### config.mk
export PLATFORM = sky130hd
export DESIGN_NAME = ppu_wb_packer
export DESIGN_NICKNAME = d
export VERILOG_FILES = /design/src/rtl/ppu_wb_packer.sv
export SDC_FILE = /design/constraint.sdc
export NUM_CORES = 1
export LEC_CHECK = 0
export CAP_MARGIN = 20
export CORE_MARGIN = 8
export CORE_UTILIZATION = 30
export CTS_CLUSTER_SIZE = 12
export DETAILED_ROUTE_END_ITERATION = 8
export MAX_ROUTING_LAYER = met4
export PLACE_DENSITY = 0.57
export SLEW_MARGIN = 20
export SYNTH_ARGS = -nofsm -noshare
export SYNTH_HDL_FRONTEND = slang
export SYNTH_SLANG_ARGS = --single-unit
### constraint.sdc
create_clock -name clk -period 3.2 [get_ports clk]
set_input_delay 0.64 -clock clk [delete_from_list [all_inputs] [get_ports clk]]
set_output_delay 0.64 -clock clk [all_outputs]
set_load 0.01 [all_outputs]
### src/rtl/ppu_wb_packer.sv
// rtl/ppu_wb_packer.sv - PPU write-back byte packer with word FIFO and global-buffer write port
//
// Collects the post-processing unit's 8-bit activation stream, packs four
// bytes little-endian into a 32-bit word, queues words in a small FIFO and
// writes them to the global buffer at incrementing word addresses.
//
// Ports:
//   clk, rst              clock, asynchronous active-high reset
//   i_start, i_base_addr  start pulse and first output word address
//   i_byte_valid, i_byte, i_last   PPU activation stream (no stall)
//   o_wr_en, o_wr_addr, o_wr_data, o_wr_strb, i_wr_ready   buffer write port
//   o_busy                high while running or draining
//   o_done                one-cycle pulse when the tile's last word is written
//   o_overflow            sticky: a packed word was dropped on a full FIFO

module ppu_wb_packer #(
  parameter int FIFO_DEPTH = 4,
  parameter int ADDR_BITS  = 16
) (
  input  logic                 clk,
  input  logic                 rst,
  input  logic                 i_start,
  input  logic [ADDR_BITS-1:0] i_base_addr,
  input  logic                 i_byte_valid,
  input  logic [7:0]           i_byte,
  input  logic                 i_last,
  output logic                 o_wr_en,
  output logic [ADDR_BITS-1:0] o_wr_addr,
  output logic [31:0]          o_wr_data,
  output logic [3:0]           o_wr_strb,
  input  logic                 i_wr_ready,
  output logic                 o_busy,
  output logic                 o_done,
  output logic                 o_overflow
);

  localparam int PTR_W = $clog2(FIFO_DEPTH);
  localparam int CNT_W = PTR_W + 1;

  typedef enum logic [1:0] {
    IDLE  = 2'd0,
    RUN   = 2'd1,
    DRAIN = 2'd2
  } state_t;

  state_t               state;
  logic [1:0]           byte_cnt;
  logic [23:0]          pack_reg;
  logic [31:0]          fifo_data [FIFO_DEPTH];
  logic [3:0]           fifo_strb [FIFO_DEPTH];
  logic [PTR_W-1:0]     wr_ptr;
  logic [PTR_W-1:0]     rd_ptr;
  logic [CNT_W-1:0]     count;
  logic [CNT_W-1:0]     count_next;
  logic [ADDR_BITS-1:0] addr;
  logic                 overflow;
  logic                 done;

  logic                 fifo_empty;
  logic                 fifo_full;
  logic                 byte_acc;
  logic                 word_done;
  logic                 pop;
  logic                 push;
  logic                 drop;
  logic [23:0]          pack_next;
  logic [31:0]          new_word;
  logic [3:0]           new_strb;

  assign fifo_empty = (count == '0);
  assign fifo_full  = (count == CNT_W'(FIFO_DEPTH));

  // i_start wins over any coincident byte or write handshake.
  assign byte_acc  = !i_start && (state == RUN) && i_byte_valid;
  assign word_done = byte_acc && ((byte_cnt == 2'd3) || i_last);
  assign pop       = !i_start && !fifo_empty && i_wr_ready;
  // A pop in the same cycle frees the head slot, so a full FIFO can still accept.
  assign push      = word_done && (!fifo_full || pop);
  assign drop      = word_done && fifo_full && !pop;

  // pack_reg lanes above byte_cnt are always zero, so partial words come out
  // with unused lanes cleared without extra masking.
  always_comb begin
    pack_next = pack_reg;
    new_strb  = 4'b1111;
    case (byte_cnt)
      2'd0: begin pack_next[7:0]   = i_byte; new_strb = 4'b0001; end
      2'd1: begin pack_next[15:8]  = i_byte; new_strb = 4'b0011; end
      2'd2: begin pack_next[23:16] = i_byte; new_strb = 4'b0111; end
      default: begin new_strb = 4'b1111; end
    endcase
    new_word = (byte_cnt == 2'd3) ? {i_byte, pack_reg} : {8'h00, pack_next};
  end

  always_comb begin
    count_next = count;
    case ({push, pop})
      2'b10:   count_next = count + CNT_W'(1);
      2'b01:   count_next = count - CNT_W'(1);
      default: count_next = count;
    endcase
  end

  always_ff @(posedge clk or posedge rst) begin
    if (rst) begin
      state    <= IDLE;
      byte_cnt <= 2'd0;
      pack_reg <= 24'h0;
      wr_ptr   <= '0;
      rd_ptr   <= '0;
      count    <= '0;
      addr     <= '0;
      overflow <= 1'b0;
      done     <= 1'b0;
    end else begin
      done <= 1'b0;
      if (i_start) begin
        state    <= RUN;
        addr     <= i_base_addr;
        byte_cnt <= 2'd0;
        pack_reg <= 24'h0;
        wr_ptr   <= '0;
        rd_ptr   <= '0;
        count    <= '0;
        overflow <= 1'b0;
      end else begin
        if (pop) begin
          rd_ptr <= rd_ptr + PTR_W'(1);
          addr   <= addr + ADDR_BITS'(1);
        end
        if (push) begin
          wr_ptr <= wr_ptr + PTR_W'(1);
        end
        count <= count_next;
        if (drop) begin
          overflow <= 1'b1;
        end
        if (byte_acc) begin
          if (word_done) begin
            byte_cnt <= 2'd0;
            pack_reg <= 24'h0;
          end else begin
            byte_cnt <= byte_cnt + 2'd1;
            pack_reg <= pack_next;
          end
        end
        case (state)
          RUN: begin
            // A dropped last word still ends the tile.
            if (byte_acc && i_last) begin
              state <= DRAIN;
            end
          end
          DRAIN: begin
            if (count_next == '0) begin
              state <= IDLE;
              done  <= 1'b1;
            end
          end
          default: begin
            state <= IDLE;
          end
        endcase
      end
    end
  end

  // Storage only; validity is tracked by the pointers and count.
  always_ff @(posedge clk) begin
    if (push) begin
      fifo_data[wr_ptr] <= new_word;
      fifo_strb[wr_ptr] <= new_strb;
    end
  end

  assign o_wr_en    = !fifo_empty;
  assign o_wr_addr  = addr;
  assign o_wr_data  = fifo_empty ? 32'h0 : fifo_data[rd_ptr];
  assign o_wr_strb  = fifo_empty ? 4'h0 : fifo_strb[rd_ptr];
  assign o_busy     = (state != IDLE);
  assign o_done     = done;
  assign o_overflow = overflow;

endmodule
; Word-level counts from Yosys, hierarchy flattened
; Memories as Yosys holds them, arrays and structs flattened.
; Index checks and enable logic that the tools add are counted.
[totals]
regBits = 53
ramBits = 144
inputBits = 30
out_inout_bits = 56
wordCells = 83
mem_count = 2
[classes]
add_sub_neg = 6
eq_ne = 10
muxes = 32
n_reduce_logical = 24
[memory_table]
columns = name, depth, word_bits, rd, rd_ports_with_merged_regs, write_ports, line
row1 = fifo_data, 4, 32, 1, 0, 1, 49  ; logic [31:0] fifo_data [FIFO_DEPTH];
row2 = fifo_strb, 4, 4, 1, 0, 1, 50  ; logic [3:0] fifo_strb [FIFO_DEPTH];
[op_table]
columns = op, count
row1 = $mux 24, 3
row2 = $mux 32, 2
row3 = $mux 16, 2
row4 = $mux 8, 3
row5 = $mux 2, 10
row6 = $add 16x1->16 const B, 1
row7 = $pmux 4 s3, 1
row8 = $reduce_bool 2->1, 5
row9 = $logic_and 1x1->1, 9
row10 = $eq 2x2->1 const B, 4
row11 = $mux 1, 7
row12 = $add 2x1->2 const B, 3
row13 = $eq 2x1->1 const B, 3
row14 = $logic_not 3->1, 2
row15 = $pmux 3 s2, 1
row16 = $logic_not 1->1, 4
row17 = $mux 4, 1
row18 = $pmux 2 s2, 1
row19 = $add 3x1->3 const B, 1
row20 = $eq 3x3->1 const B, 1
row21 = $mux 3, 1
row22 = $ne 3x2->1 const B, 1
row23 = $ne 3x3->1 const B, 1
row24 = $sub 3x1->3 const B, 1
row25 = other kinds (3), 4

; Depth between registers and ports, before layout
[logic_depth]
depth_word = 12
ltp_mapped = 9
depth_no_buf = 9

; Worst setup path after synthesis
; OpenSTA, ideal clock, no wires.
[synth_path]
path_kind = input to register
from = input port i_wr_ready
to = memory fifo_data[0][0], enable pin
setup_time_ps = 395
arrival_ps = 2271
required_ps = 2805
setup_slack_ps = 533
cell_stages = 5
path_buffers = 2
path_cell_list = buf_4 nand2b_4 buf_6 a311oi_2 and2_1
[synth_between]
elab_chain_len = 5
[synth_rtl]
columns = element, line
row1 = "start, declared", 31  ; input logic i_wr_ready,
row2 = $logic_and 1x1->1, 76  ; assign pop = !i_start && !fifo_empty && i_wr_ready;
row3 = $logic_or 1x1->1, 78  ; assign push = word_done && (!fifo_full || pop);
row4 = $logic_and 1x1->1, 78
row5 = $mux 1, 170  ; if (push) begin
row6 = $mux 1 (not written as such), 171  ; fifo_data[wr_ptr] <= new_word;
row7 = "end, declared", 49
; No other way between the ends.

; Worst setup path in the final report
[layout_path]
from = register rd_ptr[0]
to = output port o_wr_data[7]
[layout_between]
elab_chain_len = 2
[layout_rtl]
columns = element, line
row1 = "start, declared", 52  ; logic [PTR_W-1:0] rd_ptr;
row2 = "start signal, assigned", 128  ; rd_ptr <= rd_ptr + PTR_W'(1);
row3 = $mem_v2 4x32, n/a
row4 = $mux 32, 178  ; assign o_wr_data = fifo_empty ? 32'h0 : fifo_data[rd_ptr];
row5 = "end, declared", 29  ; output logic [31:0] o_wr_data,
; No other way between the ends.

==> impl_results.md <==
- Outcome: finished clean
- Clk sinks: 193
- Site row count: 61
- Die Area: 33500 µm²
- Syn nets: 561
- Cts hold-fix bufs: 0
- Clk network pwr share: 0.314
- Max VDD drop: 0.000319 V
- H-tree depth: 4
- Post-synthesis register bit count: 193
- Largest family of logic cells by synthesized area: multiplexers
- XOR/XNOR Fraction of Synth Area: 0.0136
- Post-synth EDFFs: 140
- Final min period: 3020 ps
- Final Skew: 15.5 ps
- Arrival time worst endpoint: 2380 ps
- Area contributors post-synth: edfxtp_1 50%, dfrtp_1 16%, mux4_2 9.4%
- Number of global-route vias before repair: 5157
- Switching Share: 0.286
- Worst setup path class: register to primary output
- Layout cell share with drive strength beyond 1: 0.201
- Int Power: 0.00490 W
- Final Max Tran Viols: 0
- First-pass GRT wire length: 29200 µm
- CP max FO: 10
- Crit start category: register
- CTS Buf Count: 17
- NumNets Final: 656
- RSZ-0062 raised after global routing: no
- Setup TNS: 0 ps
- Die span in x: 183 µm
- R2R Path End: o_done
- CTS tree: done
- Initial Utilization: 0.303
- Clock Pin Slew Worst Setup and Hold Paths: 70 ps
- Worst Hold End: pack_reg[1]
- Slew HR: 0.506
- Postcts setup bufs: 0
- Chip height: 183 µm
- GRT overflow: 0
- Initial antenna violation count: 0
- Hold/Removal Path Class: register to register
- 1st-iter DRT viols: 338
- Ys flop type: edfxtp_1
- Crit path required time: 2560 ps
- Final Util: 0.378
- Crit end category: primary output
- Synth cell types: 51
- Hold Vio Cnt, Final: 0
- Adder-cell area share of the yosys netlist: 0.0173
- Clock latency on the worst-skew pair: 430 ps
- Synth warnings: 0
- Cells after DPL: 974
- Asr flop ratio synth: 0.275
- Maximum number of pins on one net before global-route repair: 54
- Post-synth top area cell: edfxtp_1
- Combinational power share: 0.268
- DR vias: 4762
- Share of the synthesized area in the top cell type: 0.502
- Setup violations, final: 0
- IO Count: 86
- Hold_sp: pack_reg[1]
- Pwr dens: 658 nW/µm²
- Flop2flop setup slack: 780 ps
- Routability cong.: 0.814
- DR WL/cell: 18.3 µm
- Mean post-synth cell area: 16.1 µm²
- Complex-gate fraction of the synthesized area: 0.0537
- 1st-pass router iterations: 4
- PortBufs: 85
- Fill count: 2626
- Clock root buffer: clkbuf_16
- Final non-filler cell total: 1006
- Syn Std Cell Area: 8380 µm²
- Seq/Total Area, Yosys: 0.660
- Cells after Synth: 520
- Max-capacitance violation count: 0
- Hold Crit Depth: 1
- NetSw: 0.00196 W
- Worst Max-Slew Pin Slew: 741 ps
- Total track usage: 0.116
- Area delta synth->final: 24.4%
- Max reg flops: 128
- HPWL Detailed: 11800 µm
- Antenna cells: 0
- Max clock buf depth: 2
- Reg2reg start: count[2]
- Max frequency: 0.331 GHz
- Post-synthesis mux area share: 0.139
- Core area: 27600 µm²
- Seq pwr share: 0.418
- Tcrit/Tclk final: 0.944
- DR DRC count: 0
- Simple-gate share of the synthesized area: 0.0964
- Via density: 4.73
- Lkg Pwr: 3.73 nW
- ANT nets after route: 0
- Total Wirelength: 18400 µm
- R2R depth: 8
-- layer usage --
metal,vias up,track usage,part of all wire
met5,-,-,0
met2,144,0.183,0.47
li1,2175,-,-
met3,6,0.0328,0.061
met4,0,0.0218,0.0037
met1,2437,0.148,0.47
-- worst max-delay path, cell delays in order (launching register included) --
cell,delay (ps)
dfrtp_4,580
buf_12,190
mux4_2,530
and2_1,190
clkdlybuf4s50_1,480
-- layout make-up --
type / count / area [µm²] / share of cell area
Sequential cell: 193 / 5530 / 0.531
Multi-Input combinational cell: 288 / 2680 / 0.257
Timing Repair Buffer: 103 / 1090 / 0.104
Tap cell: 378 / 473 / 0.0453
Clock buffer: 18 / 429 / 0.0411
Clock inverter: 14 / 184 / 0.0176
Inverter: 12 / 45.0 / 0.00432
-- worst max-delay path by stage --
stage | startpoint | to | slack [ps] | cells past startpoint
floorplan | i_wr_ready | fifo_data[0][0] | 530 | 5
global placement | i_start | o_done | 350 | 9
detailed placement | i_byte_valid | o_done | 300 | 9
CTS | rd_ptr[0] | o_wr_data[7] | 50 | 4
global route | rd_ptr[0] | o_wr_data[7] | 70 | 4
finish | rd_ptr[0] | o_wr_data[7] | 180 | 4
-- timing repair --
item	in CTS	in global routing
resized for setup	0	1
hold endpoints to repair	0	0
setup endpoints to repair	0	2
-- logic make-up after synthesis --
group / Yosys count
flip-flops: 193
AO/OA/AOI/OAI: 59
adder cells (fa/ha/maj): 11
buffers and inverters: 39
AND/OR/NAND/NOR: 136
XOR/XNOR: 13
multiplexers: 69
-- power groups by stage --
| stage | registers, W | logic [W] | clock network [W] |
|---|---|---|---|
| final | 0.00287 | 0.00184 | 0.00216 |
| after global routing | 0.00289 | 0.00200 | 0.00232 |
| after CTS | 0.00287 | 0.00189 | 0.00220 |
| after detailed placement | 0.00292 | 0.00189 | 0 |
| after global placement | 0.00292 | 0.00187 | 0 |
| after floorplan | 0.00287 | 0.00104 | 0 |
-- cells in the mapped netlist, types with 2 or more instances --
master and count:
a31o_2 3, ha_1 10, buf_2 6, mux2i_1 8
a22o_1 24, clkbuf_1 17, a31oi_1 5, xor2_1 5
xnor2_1 8, or3_1 2, or2_2 2, mux4_2 35
nand2_1 20, o21ai_0 14, mux2_2 26, o31a_1 2
inv_1 11, edfxtp_1 140, nor2b_1 8, nand2b_1 3
nor4_1 5, dfrtp_1 53, nor2_1 16, o21ai_2 3
buf_4 3, nand4_1 5, and2_1 50, nor3_1 5
nand3_1 9
-- stage by stage --
step	hold slack (ps)	power [W]	setup WS, ps	area [µm²]
floorplan	461	0.00391	533	8380
global placement	478	0.00479	348	9810
detailed placement	477	0.00481	296	9810
CTS	502	0.00696	52.8	10400
global route	512	0.00720	71.7	10400
finish	501	0.00687	180	10400
-- placed cells by master (no fill, tap or decap), types with 8 or more instances in the layout --
master,instances
edfxtp_1,140
xnor2_1,8
mux4_2,35
buf_4,10
mux2_2,26
clkbuf_16,17
clkdlybuf4s50_1,85
buf_12,8
nand2_1,20
inv_1,10
nor2b_1,8
nand3_1,9
nor2_1,16
a22o_1,24
mux2i_1,8
ha_1,10
o21ai_0,14
and2_1,50
dfrtp_1,52
(Power assumes the default switching activity.)
